### config.mk
export PLATFORM = sky130hd
export DESIGN_NAME = retospect_lif_core
export DESIGN_NICKNAME = d
export VERILOG_FILES = /design/src/rtl/retospect_pkg.sv /design/src/rtl/retospect_sat_add.sv /design/src/rtl/retospect_lif_core.sv
export SDC_FILE = /design/constraint.sdc
export NUM_CORES = 1
export LEC_CHECK = 0
export BUFFER_PORTS_ARGS = -buffer_cell sky130_fd_sc_hd__clkbuf_2
export CAP_MARGIN = 20
export CORE_UTILIZATION = 45
export CTS_CLUSTER_SIZE = 30
export DETAILED_ROUTE_END_ITERATION = 12
export GPL_TIMING_DRIVEN = 0
export PLACE_DENSITY = 0.77
export SETUP_SLACK_MARGIN = 0.1
export SLEW_MARGIN = 10
export SYNTH_ARGS = -nofsm -noshare
export SYNTH_HDL_FRONTEND = slang
export SYNTH_SLANG_ARGS = --single-unit
### constraint.sdc
create_clock -name clk -period 5.99 [get_ports clk]
set_input_delay 0.2995 -clock clk [delete_from_list [all_inputs] [get_ports clk]]
set_output_delay 0.2995 -clock clk [all_outputs]
set_load 0.05 [all_outputs]
### src/rtl/retospect_pkg.sv
// Shared constants, state type and helpers for the retospect LIF neuron core.
package retospect_pkg;

    localparam int unsigned WEIGHT_W = 3;   // signed synapse weight, -4..3
    localparam int unsigned THRESH_W = 4;   // unsigned firing threshold, 0..15
    localparam int unsigned NUM_SYN  = 4;   // synapses per neuron
    localparam int unsigned SYN_W    = 5;   // sum of four weights, -16..12
    localparam int unsigned CLKBUS_W = 8;   // decay tick sources from the clockbox
    localparam int unsigned CLKSEL_W = 3;
    localparam int unsigned CNT_W    = 4;   // refractory counter, holds 1..15
    localparam int unsigned COUNT_W  = 8;   // fire counter

    // Fixed clockbus taps: bit 0 never ticks, bit 1 ticks every cycle.
    localparam logic [CLKSEL_W-1:0] CLK_IDX_NEVER = 3'd0;
    localparam logic [CLKSEL_W-1:0] CLK_IDX_EVERY = 3'd1;

    typedef enum logic {
        StIntegrate = 1'b0,
        StRefract   = 1'b1
    } lif_state_e;

    // Sign-extend a raw config weight to the synaptic-sum width.
    function automatic logic signed [SYN_W-1:0] sext_weight(input logic [WEIGHT_W-1:0] w);
        return {{(SYN_W - WEIGHT_W){w[WEIGHT_W-1]}}, w};
    endfunction

endpackage

### src/rtl/retospect_sat_add.sv
// Signed adder that clamps the result to the output width instead of wrapping.
module retospect_sat_add #(
    parameter int unsigned A_W = 6,
    parameter int unsigned B_W = 5,
    parameter int unsigned Y_W = 6
) (
    input  logic signed [A_W-1:0] a,
    input  logic signed [B_W-1:0] b,
    output logic signed [Y_W-1:0] y
);

    // Internal width is one bit wider than every operand so the raw sum never overflows.
    localparam int unsigned MAX_IN = (A_W > B_W) ? A_W : B_W;
    localparam int unsigned INT_W  = ((MAX_IN > Y_W) ? MAX_IN : Y_W) + 1;

    localparam logic signed [INT_W-1:0] Y_MAX = {{(INT_W - Y_W + 1){1'b0}}, {(Y_W - 1){1'b1}}};
    localparam logic signed [INT_W-1:0] Y_MIN = {{(INT_W - Y_W + 1){1'b1}}, {(Y_W - 1){1'b0}}};

    logic signed [INT_W-1:0] a_ext;
    logic signed [INT_W-1:0] b_ext;
    logic signed [INT_W-1:0] sum;

    // Full-precision add, then clamp into the Y_W signed range.
    always_comb begin
        a_ext = {{(INT_W - A_W){a[A_W-1]}}, a};
        b_ext = {{(INT_W - B_W){b[B_W-1]}}, b};
        sum   = a_ext + b_ext;
        if (sum > Y_MAX) begin
            y = Y_MAX[Y_W-1:0];
        end else if (sum < Y_MIN) begin
            y = Y_MIN[Y_W-1:0];
        end else begin
            y = sum[Y_W-1:0];
        end
    end

endmodule

### src/rtl/retospect_lif_core.sv
// Leaky integrate-and-fire neuron: four weighted synapses, selectable decay tick,
// threshold fire with a fixed refractory period. All outputs are registered.
module retospect_lif_core
    import retospect_pkg::*;
#(
    parameter int unsigned POT_W       = 6,
    parameter int unsigned REFRACT_CYC = 2
) (
    input  logic                       clk,
    input  logic                       rst_n,
    input  logic                       reset_nn,
    input  logic                       config_en,
    input  logic        [WEIGHT_W-1:0] w1,
    input  logic        [WEIGHT_W-1:0] w2,
    input  logic        [WEIGHT_W-1:0] w3,
    input  logic        [WEIGHT_W-1:0] w4,
    input  logic        [THRESH_W-1:0] uT,
    input  logic        [CLKSEL_W-1:0] clockDecaySelect,
    input  logic        [CLKBUS_W-1:0] clockbus,
    input  logic         [NUM_SYN-1:0] spike_in,
    output logic                       spike_out,
    output logic signed    [POT_W-1:0] potential,
    output logic         [COUNT_W-1:0] spike_count
);

    // Compare width holds both the signed potential and the zero-extended threshold.
    localparam int unsigned CMP_W = ((POT_W > THRESH_W) ? POT_W : THRESH_W) + 1;
    localparam logic [CNT_W-1:0] REFRACT_LOAD = CNT_W'(REFRACT_CYC);

    lif_state_e                state;
    logic          [CNT_W-1:0] refr_cnt;

    logic signed   [SYN_W-1:0] syn_sum;
    logic signed   [POT_W-1:0] v_decay;
    logic signed   [POT_W-1:0] v_next;
    logic signed   [CMP_W-1:0] v_cmp;
    logic signed   [CMP_W-1:0] ut_cmp;
    logic                      tick;
    logic                      fire;

    // Sum the weights of the synapses that spiked this cycle.
    always_comb begin
        syn_sum = '0;
        if (spike_in[0]) syn_sum = syn_sum + sext_weight(w1);
        if (spike_in[1]) syn_sum = syn_sum + sext_weight(w2);
        if (spike_in[2]) syn_sum = syn_sum + sext_weight(w3);
        if (spike_in[3]) syn_sum = syn_sum + sext_weight(w4);
    end

    assign tick = clockbus[clockDecaySelect];

    // Leak one step toward zero on a decay tick; zero stays zero.
    always_comb begin
        v_decay = potential;
        if (tick && (potential != '0)) begin
            if (potential[POT_W-1]) begin
                v_decay = potential + POT_W'(1);
            end else begin
                v_decay = potential - POT_W'(1);
            end
        end
    end

    // Decay is applied before the synaptic input, so a tick and a fire in the
    // same cycle see the leaked value.
    retospect_sat_add #(
        .A_W (POT_W),
        .B_W (SYN_W),
        .Y_W (POT_W)
    ) u_sat_add (
        .a (v_decay),
        .b (syn_sum),
        .y (v_next)
    );

    assign v_cmp  = {{(CMP_W - POT_W){v_next[POT_W-1]}}, v_next};
    assign ut_cmp = {{(CMP_W - THRESH_W){1'b0}}, uT};
    assign fire   = (v_cmp >= ut_cmp);

    // Neuron FSM with registered outputs; soft clear outranks config freeze.
    always_ff @(posedge clk or negedge rst_n) begin
        if (!rst_n) begin
            state       <= StIntegrate;
            refr_cnt    <= '0;
            potential   <= '0;
            spike_out   <= 1'b0;
            spike_count <= '0;
        end else if (reset_nn) begin
            state     <= StIntegrate;
            refr_cnt  <= '0;
            potential <= '0;
            spike_out <= 1'b0;
        end else if (config_en) begin
            spike_out <= 1'b0;
        end else begin
            unique case (state)
                StIntegrate: begin
                    if (fire) begin
                        state       <= StRefract;
                        refr_cnt    <= REFRACT_LOAD;
                        potential   <= '0;
                        spike_out   <= 1'b1;
                        spike_count <= spike_count + COUNT_W'(1);
                    end else begin
                        potential <= v_next;
                        spike_out <= 1'b0;
                    end
                end
                StRefract: begin
                    potential <= '0;
                    spike_out <= 1'b0;
                    // Leave on the cycle the counter hits zero; guard against a stale zero.
                    if (refr_cnt <= CNT_W'(1)) begin
                        refr_cnt <= '0;
                        state    <= StIntegrate;
                    end else begin
                        refr_cnt <= refr_cnt - CNT_W'(1);
                    end
                end
            endcase
        end
    end

endmodule

==> flow_results.org <==
** Synthesis
- After synthesis, the mean cell area works out to 8.68 sq um.
- Yosys Warn Count :: 0
- Synth area leaders :: dfrtp_1 (20%), ha_1 (14%), xnor2_1 (5.3%)
- Share of synthesized flip-flops with an asynchronous set or reset :: 100%
- After synthesis the netlist holds a flip-flop and latch count of 20.
- Post-Syn Nets :: 355
- By instance count, the leading cell after synthesis is inv_1.
- Synthesized area :: 0.00248 sq mm
- Share of synthesized area occupied by flip-flops and latches :: 20.2%
- After technology mapping, the gate count stands at 286.
- After synthesis, the most frequently instantiated cells are inv_1 (32), ha_1 (28), nor2_1 (26), dfrtp_1 (20), a21oi_1 (16).
- dfrtp_1 takes more of the synthesized area than any other cell.
- Distinct cells, synth :: 52
- Among all flip-flop cells after synthesis, the most frequent one is dfrtp_1.
- Number of flops mapped to enable cells by yosys :: 0
- Synth top area share :: 20.2%

** Critical path
- Arrival time reported for the critical path endpoint :: 6.00 ns
- Critical path class :: input port to flop
- Max stage delay cell, worst path :: fa_1
- Type of element launching the critical path :: input port
- Crit path capture type :: flop
- Of all nets on the critical path, the largest fanout is 4.
- Worst endpoint required time :: 6.13 ns
- Most common cell on crit path :: ha_4
- The largest single stage delay on the critical path is 0.38 ns.

** Final layout
- Fill cells in the final layout number 462.
- For this run, the post-layout net count is 425.
- Layout-stage area growth over the synthesis result :: 30.5%
- The post-route netlist has 35.9% of its cells at a drive strength greater than 1.
- The repair_antennas step left the layout with diodes totalling 0.

** Clock network
- Max H-tree Level :: 1
- In this run, post-CTS hold repair placed 0 buffers.
- TritonCTS built the clock tree.
- Clock buffer count from CTS :: 3
- Clock-pin slew was measured on the worst setup and hold paths at 0.07 ns.
- Counting along the longest clock path gives a buffer depth of 2.
- The clock reaches the later pin of the worst-skew pair after 0.25 ns.
- Number of sinks on the clock net :: 20
- In this run the clock root is driven by a clkbuf_8.

** Place
- Before CTS, the worst setup slack after placement is -0.763 ns.
- Half-perimeter wire length after detailed placement :: 4350 um
- PortBufs :: 45
- The congestion estimate from routability-driven global placement came to 0.830.

** Flow run
- Across the run, the number of max-cap violations was 0.

** Timing
- Headroom to the max-slew limit came out at 66.1%.
- Setup violations remaining at the end of the flow were counted as 0.
- Setup slack closes at 0.128 ns.
- Post-layout min period :: 5.86 ns
- Number of hold violations in the final report :: 0
- Number of max-slew violations in the final report :: 0
- Setup repair after global routing missed its margin :: yes
- At the pin with the least slew margin, the transition time is 0.508 ns.
- Timing would allow up to 171 MHz.
- After layout, the worst path uses 97.9% of the clock period.
- Across the routed clock network, the largest skew measured is 0.00136 ns.

** Global route
- Wire length of the first global-routing pass :: 9830 um
- Across every metal layer, demand over resource in global routing totals 20.1%.
- Maximum number of pins on one net before global-route repair :: 21
- Initial antenna violation count :: 0
- The via count of the first global-routing pass was 2243.
- The total overflow left after global routing is 0.

** Drt
- Across all layers, the routed design uses 2262 vias.
- Drt first-iter violations :: 56
- Post-route antenna net violation count :: 0
- First-pass DRT Iterations :: 4
- Detailed-route vias per instance :: 5.33
- In the final routed layout, each cell accounts on average for 13.3 um.
- In the routed design, unresolved DRC markers number 0.
- Post-detailed-routing wire length :: 5660 um

** Die
- The die covers 0.00581 sq mm.
- Effective utilization at floorplan :: 47.7%
- 50 I/O pins were placed.
- In this run the core area contains 26 standard-cell rows.
- Die height :: 76.3 um
- Die Width :: 76.3 um
- Standard cell core area :: 0.00520 sq mm

** Pwr
- In this run the power density over the cells is 633 mW/mm^2.
- Max VDD drop :: 587 uV
- Static leakage :: 1.53 nW
- Power after layout :: 2.05 mW

** Hold path
- Hold Crit Class :: input port to asynchronous set/reset pin

** Run status
- The run finished with clean final reports.
placed cells by master (no fill, tap or decap), types with 3 or more instances in the layout:
cell and count:
inv_1 28, mux2i_2 4, a32o_1 4, mux2_4 3
xor2_1 5, nand2b_1 6, mux2i_1 4, nor2b_1 8
clkbuf_8 3, a21o_1 8, nand2_1 14, a21oi_1 13
and3_1 4, inv_2 5, nand4_1 7, fa_2 3
xnor2_1 13, ha_4 9, o31ai_1 3, nand3_1 5
clkbuf_1 6, nor2_1 24, mux2_2 6, fa_1 3
maj3_2 3, buf_4 19, a211oi_1 3, o21a_1 3
a21oi_2 3, o21ai_0 8, clkbuf_2 44, ha_1 19
nor3_1 3, dfrtp_1 20
cells by family after synthesis:
| group | count (synthesis) | synth area share [%] |
|---|---|---|
| AO/OA/AOI/OAI | 63 | 18.7 |
| multiplexers | 18 | 8.17 |
| flip-flops | 20 | 20.2 |
| XOR/XNOR | 21 | 8.02 |
| AND/OR/NAND/NOR | 87 | 18.5 |
| adder cells (fa/ha/maj) | 38 | 20.6 |
| buffers and inverters | 39 | 5.90 |
state kept, by name (all words and copies together) (netlist names):
signal       flops
potential        6
refr_cnt         4
spike_out        1
spike_count      8
state            1
cell type report:
cell class / instances / area, sq um / area share (%)
multi-input combinational: 227 / 2080 / 64.1
inverter: 33 / 124 / 3.83
tap: 70 / 87.6 / 2.70
buffer: 6 / 22.5 / 0.696
timing repair buffer: 65 / 385 / 11.9
clock buffer: 3 / 41.3 / 1.28
sequential: 20 / 500 / 15.5
repair_timing:
item,CTS,global route
pin swaps,22,9
endpoints found under the hold margin,0,0
setup endpoints to repair,18,18
resized for setup,22,10
buffers inserted,13,7
power by group:
| part | switching, mW | internal [mW] | leakage, nW |
|---|---|---|---|
| registers | 0.0459 | 0.168 | 0.269 |
| clock network | 0.0398 | 0.0446 | 0.0216 |
| logic | 0.925 | 0.826 | 1.24 |
| total | 1.01 | 1.04 | 1.53 |
through the flow:
stage | setup TNS [ns] | utilization, % | cell area (sq um) | hold slack (ns) | cells
floorplan | -0.0301 | - | 2580 | 0.00391 | 286
global placement | -7.21 | 55.6 | 2900 | 0.280 | 401
detailed placement | -9.80 | 55.6 | 2900 | 0.292 | 401
CTS | 0 | 60.4 | 3150 | 0.0156 | 417
global route | -0.639 | 62.2 | 3240 | 0.0469 | 424
finish | 0 | 62.2 | 3240 | 0.00492 | 424
worst max-delay path: cells and delay by family:
family,cells,cell delay (ns)
and+or+nand+nor,7,0.80
xor gates and xnor gates,2,0.39
buffers and inverters,5,0.31
adders and majority gates,8,2.07
muxes,3,0.82
AOI/OAI and AO/OA,8,1.29
final timing paths:
kind	startpoint	end	slack [ns]	depth (start not counted)
worst max-delay path	w1[0]	spike_count[1]	0.13	33
worst min-delay path	rst_n	spike_count[3]	0.005	1
worst max register to register	potential[5]	spike_count[1]	1.05	23
worst min register to register	spike_count[7]	spike_count[7]	0.48	1
max in group asynchronous	rst_n	potential[5]	5.65	1
min in group clk	reset_nn	potential[5]	0.44	2
routing by layer:
metal	global-route usage (%)	part of all wire [%]	vias to the layer above	wire (um)
met5	0	0	-	0
met4	5.38	2.0	0	115
met3	1.68	2.9	10	165
met2	36.9	52	44	2940
met1	25.0	43	1065	2430
li1	-	-	1143	-
Note: power is estimated with default switching activity, not from simulation.
